**config.mk**
```make
export PLATFORM = sky130hd
export DESIGN_NAME = decode_regfile
export DESIGN_NICKNAME = d
export VERILOG_FILES = /design/src/rtl/decode_regfile_pkg.sv /design/src/rtl/decode_regfile_imm_gen.sv /design/src/rtl/decode_regfile.sv
export SDC_FILE = /design/constraint.sdc
export NUM_CORES = 2
export LEC_CHECK = 0
export CAP_MARGIN = 15
export CELL_PAD_IN_SITES_DETAIL_PLACEMENT = 1
export CELL_PAD_IN_SITES_GLOBAL_PLACEMENT = 1
export CORE_AREA = 5 5 367 369
export CTS_CLUSTER_DIAMETER = 100
export DETAILED_ROUTE_END_ITERATION = 12
export DIE_AREA = 0 0 372 374
export GPL_TIMING_DRIVEN = 0
export PLACE_DENSITY = 0.72
export SETUP_SLACK_MARGIN = 0.1
export SLEW_MARGIN = 10
export SYNTH_ARGS = -nofsm -noshare
export SYNTH_HDL_FRONTEND = slang
export SYNTH_HIERARCHICAL = 1
export SYNTH_SLANG_ARGS = --single-unit
```
**constraint.sdc**
```tcl
create_clock -name clk -period 5 [get_ports clk]
set_input_delay 0.75 -clock clk [delete_from_list [all_inputs] [get_ports clk]]
set_output_delay 0.75 -clock clk [all_outputs]
set_load 0.05 [all_outputs]
```
**src/rtl/decode_regfile_pkg.sv**
```systemverilog
// Shared decode definitions: opcodes, branch funct3 codes
// and the immediate-format classifier.
package decode_regfile_pkg;

    localparam logic [6:0] OP_IMM    = 7'b0010011;
    localparam logic [6:0] OP_LOAD   = 7'b0000011;
    localparam logic [6:0] OP_JALR   = 7'b1100111;
    localparam logic [6:0] OP_SYSTEM = 7'b1110011;
    localparam logic [6:0] OP_STORE  = 7'b0100011;
    localparam logic [6:0] OP_BRANCH = 7'b1100011;
    localparam logic [6:0] OP_LUI    = 7'b0110111;
    localparam logic [6:0] OP_AUIPC  = 7'b0010111;
    localparam logic [6:0] OP_JAL    = 7'b1101111;

    localparam logic [2:0] F3_BEQ  = 3'b000;
    localparam logic [2:0] F3_BNE  = 3'b001;
    localparam logic [2:0] F3_BLT  = 3'b100;
    localparam logic [2:0] F3_BGE  = 3'b101;
    localparam logic [2:0] F3_BLTU = 3'b110;
    localparam logic [2:0] F3_BGEU = 3'b111;

    localparam logic [2:0] F3_SLL = 3'b001;
    localparam logic [2:0] F3_SRX = 3'b101;

    typedef enum logic [2:0] {
        IMM_NONE,
        IMM_I,
        IMM_SHAMT,
        IMM_S,
        IMM_B,
        IMM_U,
        IMM_J
    } imm_kind_t;

    function automatic imm_kind_t imm_kind(
        input logic [6:0] op,
        input logic [2:0] f3
    );
        logic shift;
        shift = (op == OP_IMM) &&
                ((f3 == F3_SLL) || (f3 == F3_SRX));
        imm_kind = IMM_NONE;
        unique case (1'b1)
            shift:
                imm_kind = IMM_SHAMT;
            (op == OP_IMM && !shift),
            (op == OP_LOAD),
            (op == OP_JALR),
            (op == OP_SYSTEM):
                imm_kind = IMM_I;
            (op == OP_STORE):
                imm_kind = IMM_S;
            (op == OP_BRANCH):
                imm_kind = IMM_B;
            (op == OP_LUI),
            (op == OP_AUIPC):
                imm_kind = IMM_U;
            (op == OP_JAL):
                imm_kind = IMM_J;
            default:
                imm_kind = IMM_NONE;
        endcase
    endfunction

endpackage

```
**src/rtl/decode_regfile_imm_gen.sv**
```systemverilog
// Immediate generator: pure combinational inst -> imm32.
// Unknown and R-type opcodes yield zero.
module decode_regfile_imm_gen
    import decode_regfile_pkg::*;
(
    input  logic [31:0] inst,
    output logic [31:0] imm32
);

    imm_kind_t kind;

    always_comb begin
        kind  = imm_kind(inst[6:0], inst[14:12]);
        imm32 = '0;
        unique case (kind)
            IMM_I:
                imm32 = {{20{inst[31]}}, inst[31:20]};
            IMM_SHAMT:
                imm32 = {27'b0, inst[24:20]};
            IMM_S:
                imm32 = {{20{inst[31]}}, inst[31:25],
                         inst[11:7]};
            IMM_B:
                imm32 = {{19{inst[31]}}, inst[31], inst[7],
                         inst[30:25], inst[11:8], 1'b0};
            IMM_U:
                imm32 = {inst[31:12], 12'b0};
            IMM_J:
                imm32 = {{11{inst[31]}}, inst[31],
                         inst[19:12], inst[20],
                         inst[30:21], 1'b0};
            default:
                imm32 = '0;
        endcase
    end

endmodule

```
**src/rtl/decode_regfile.sv**
```systemverilog
// Decode stage: 32x32 register file with write-back bypass,
// immediate generation and branch-compare flags for fetch.
module decode_regfile
    import decode_regfile_pkg::*;
#(
    parameter logic [31:0] SP_INIT = 32'h0000_7FFC,
    parameter bit          BYPASS  = 1'b1
) (
    input  logic        clk,
    input  logic        rst,
    input  logic [31:0] inst,
    input  logic        wb_en,
    input  logic [4:0]  wb_addr,
    input  logic [31:0] wb_data,
    input  logic [4:0]  dbg_addr,
    output logic [31:0] rs1_data,
    output logic [31:0] rs2_data,
    output logic [31:0] imm32,
    output logic [4:0]  rd_addr,
    output logic [2:0]  branch_type,
    output logic        zero,
    output logic        less,
    output logic [31:0] dbg_data
);

    logic [31:0] regs [1:31];
    logic        wr_live;

    assign wr_live = wb_en && (wb_addr != 5'd0);

    always_ff @(posedge clk or negedge rst) begin
        if (!rst) begin
            for (int i = 1; i < 32; i++) begin
                regs[i] <= (i == 2) ? SP_INIT : 32'd0;
            end
        end else if (wr_live) begin
            regs[wb_addr] <= wb_data;
        end
    end

    function automatic logic [31:0] rd_port(
        input logic [4:0] a
    );
        if (a == 5'd0) begin
            return 32'd0;
        end else if (BYPASS && wr_live && wb_addr == a) begin
            return wb_data;
        end else begin
            return regs[a];
        end
    endfunction

    always_comb begin
        rs1_data = rd_port(inst[19:15]);
        rs2_data = rd_port(inst[24:20]);
        dbg_data = rd_port(dbg_addr);
    end

    // inst[13] splits blt/bge (signed) from bltu/bgeu
    always_comb begin
        zero = (rs1_data == rs2_data);
        if (inst[13]) begin
            less = rs1_data < rs2_data;
        end else begin
            less = $signed(rs1_data) < $signed(rs2_data);
        end
    end

    assign rd_addr     = inst[11:7];
    assign branch_type = inst[14:12];

    decode_regfile_imm_gen u_imm (
        .inst  (inst),
        .imm32 (imm32)
    );

endmodule

```
==> reports/metrics.cfg <==
[outcome]
status = finished with violations
violations = setup timing

[power]
p_int_mw = 19.8
power_leakage_nw = 32.8
pwr-share-comb = 0.323
switching_share = 0.357
power_mw = 30.8
peakVddDrop_mv = 0.315
powerDensity_nw_per_um2 = 392
p_clk_frac = 0.308
p_switching_mw = 11.0
p_seq_frac = 0.369

[cells_and_area]
final_common_cell = mux2_2
top_regs = regs: 992 flops
regMostFlops = regs
layout-drive-gt1-share = 0.549
synthToLayoutAreaGrowth_pct = 23.7
num-fill-cells = 12300
layout.nets = 5263
final_cell_mix = 1141 x mux2_2, 979 x dfrtp_1, 634 x mux4_2
largest_register_ffs = 992

[floorplanning]
rows = 133
die_area_um2 = 139000
pin_count = 215
design.core.area_um2 = 131000
start_util = 0.486
die_h_um = 374
die_w_um = 372

[critical_path]
slowest_stage = a222oi_1
worstReg2RegStart = regs[286]
cpPeakStageDelay_ns = 1.02
arrival_ns = 4.78
path_delay_family = compound AO/OA/AOI/OAI gates
required_ns = 4.25
crit_path_frequent_cell = buf_12
crit_start = inst[20]
crit_fanout = 10
crit_path_end_kind = output port
critical_path.startpoint_type = input port
crit_chain = buf_8, buf_12, buf_12, buf_16, buf_16, nand2_4, buf_12, o22ai_1, nor2_1, a222oi_1, a31oi_4, ha_2, nor2b_1, o211ai_1, a21boi_1, o31a_4, o32ai_4, buf_6
path_buf_inv = 7
path_class = input port to output port

[route]
wire_per_inst_um = 53.5
wirelength_mm = 376
drc = 0
post_drt_via_cell_ratio = 8.08
firstDrtPassIters = 9
vias = 56900
first_iter_violations = 10400
ant_nets = 0

[placement]
io_buffers = 209
globalplace.congestion = 1.09
hpwl_mm = 264

[timing]
rsz0062_at_grt = true
min_period_ns = 5.53
maxSlewViolCount = 0
period_share = 1.11
setup_slack_ns = -0.526
slew_headroom = 0.0922
fmax_mhz = 181
worstMarginPinSlew_ns = 1.36
finalHoldViolations = 0
hold_ws_ns = 0.537
setup_violations = 17
finClkSkew_ns = 0

[logic_synthesis]
syn_nets = 4718
syn_inst = 4609
synth_warnings = 6
syn_area_um2 = 63500
synth.distinct_cells = 90
ys_ff_latch = 992
ys_dominant_reg_cell = dfrtp_1
synthArstFlopShare = 1.00
synthTopCellsByArea = dfrtp_1 39%, mux4_2 22%, mux2_2 20%, clkbuf_1 1.3%, o22ai_1 1.2%
yosysSeqAreaShare = 0.391
synth_top_area_share = 0.386
synth_top_area_cell = dfrtp_1
synth-edff-count = 0
postSynthAreaPerCell_um2 = 13.8

[global_routing]
grt-ovfl-total = 0
grt_max_degree = 157
grt_pass1_wl_mm = 496
antenna_found_initial = 40
grt_pass1_vias = 55000
grt.total_usage = 0.531

[job]
cap_violations = 0

[worst_hold_path]
hold_path_class = input port to async pin

[cts]
htree_levels = 3
clock_latency_ns = 0.80
clk_pin_slew_ns = 0.06
cts_tree = built
cts_buffers = 118
cts_max_path_buffers = 3
clock_sinks = 992
cts_root_buffer = clkbuf_16

## power by group through the flow
stage	combinational, mW	clock, mW	sequential, mW
after floorplan	5.71	0	10.7
after global placement	8.37	0	11.2
after detailed placement	8.59	0	11.3
after CTS	9.29	9.35	11.2
after global routing	10.0	9.73	11.5
final	9.96	9.47	11.4
## what timing repair did
action	4_1_cts	5_1_grt
setup endpoints to repair	98	31
pin swaps	76	42
buffers inserted	141	43
endpoints found under the hold margin	94	0
gates resized for setup	996	116
hold buffers	1	0
cloned	5	0
## cell usage after synthesis (all sizes together) (12+ instances only)
master / instances
a2111oi: 19
a21oi: 62
a221oi: 70
a222oi: 13
a22oi: 81
a311oi: 22
a31o: 14
a31oi: 32
a32o: 27
buf: 286
clkbuf: 228
dfrtp: 979
dfstp: 13
ha: 32
mux2: 1151
mux2i: 58
mux4: 641
nand2: 188
nand2b: 12
nand3: 52
nor2: 166
nor2b: 20
nor3: 21
nor4: 24
o211ai: 41
o21ai: 43
o22a: 21
o22ai: 120
## cells by family after synthesis
logic type	share of synthesized area
mux	0.441
flops	0.391
compound gates	0.0754
simple gates	0.0403
buf+inv	0.0440
fa+ha+maj	0.00630
xor+xnor	0.00221
## per-layer routing
metal / wire (um) / share of wire / GRT usage
met1: 126000 / 0.33 / 0.633
met2: 145000 / 0.39 / 0.681
met3: 66000 / 0.18 / 0.331
met4: 37800 / 0.10 / 0.395
met5: 1370 / 0.0037 / 0.0531
## cell type report
type / count / area (um^2) / share of cell area
sequential: 992 / 24800 / 0.316
tap: 1755 / 2200 / 0.0279
inverter: 10 / 52.6 / 0.000668
multi-input combinational: 3086 / 37800 / 0.481
antenna: 29 / 72.6 / 0.000923
timing repair buffer: 430 / 4460 / 0.0568
clock buffer: 168 / 3480 / 0.0443
clock inverter: 53 / 676 / 0.00859
buffer: 516 / 5050 / 0.0643
## through the flow
stage	cells	TNS (ns)	util	instance area (um^2)	worst slack (ns)
floorplan	4609	0	-	63600	0.0550
global placement	6573	-	0.519	67900	-43.61
detailed placement	6605	-143.00	0.524	68500	-4.00
CTS	6968	-0.247	0.594	77700	-0.233
global route	7017	-0.516	0.601	78600	-0.333
finish	7039	-1.58	0.601	78600	-0.526
## final timing paths
kind	to	slack (ns)	depth (start not counted)
hold / removal	regs[822]	0.54	2
setup reg to reg	regs[286]	4.11	1
min in group clk	regs[119]	0.54	1
setup / recovery	less	-0.53	18
max in group asynchronous	regs[674]	1.44	6
hold reg to reg	regs[119]	0.54	1
(Power assumes the default switching activity.)
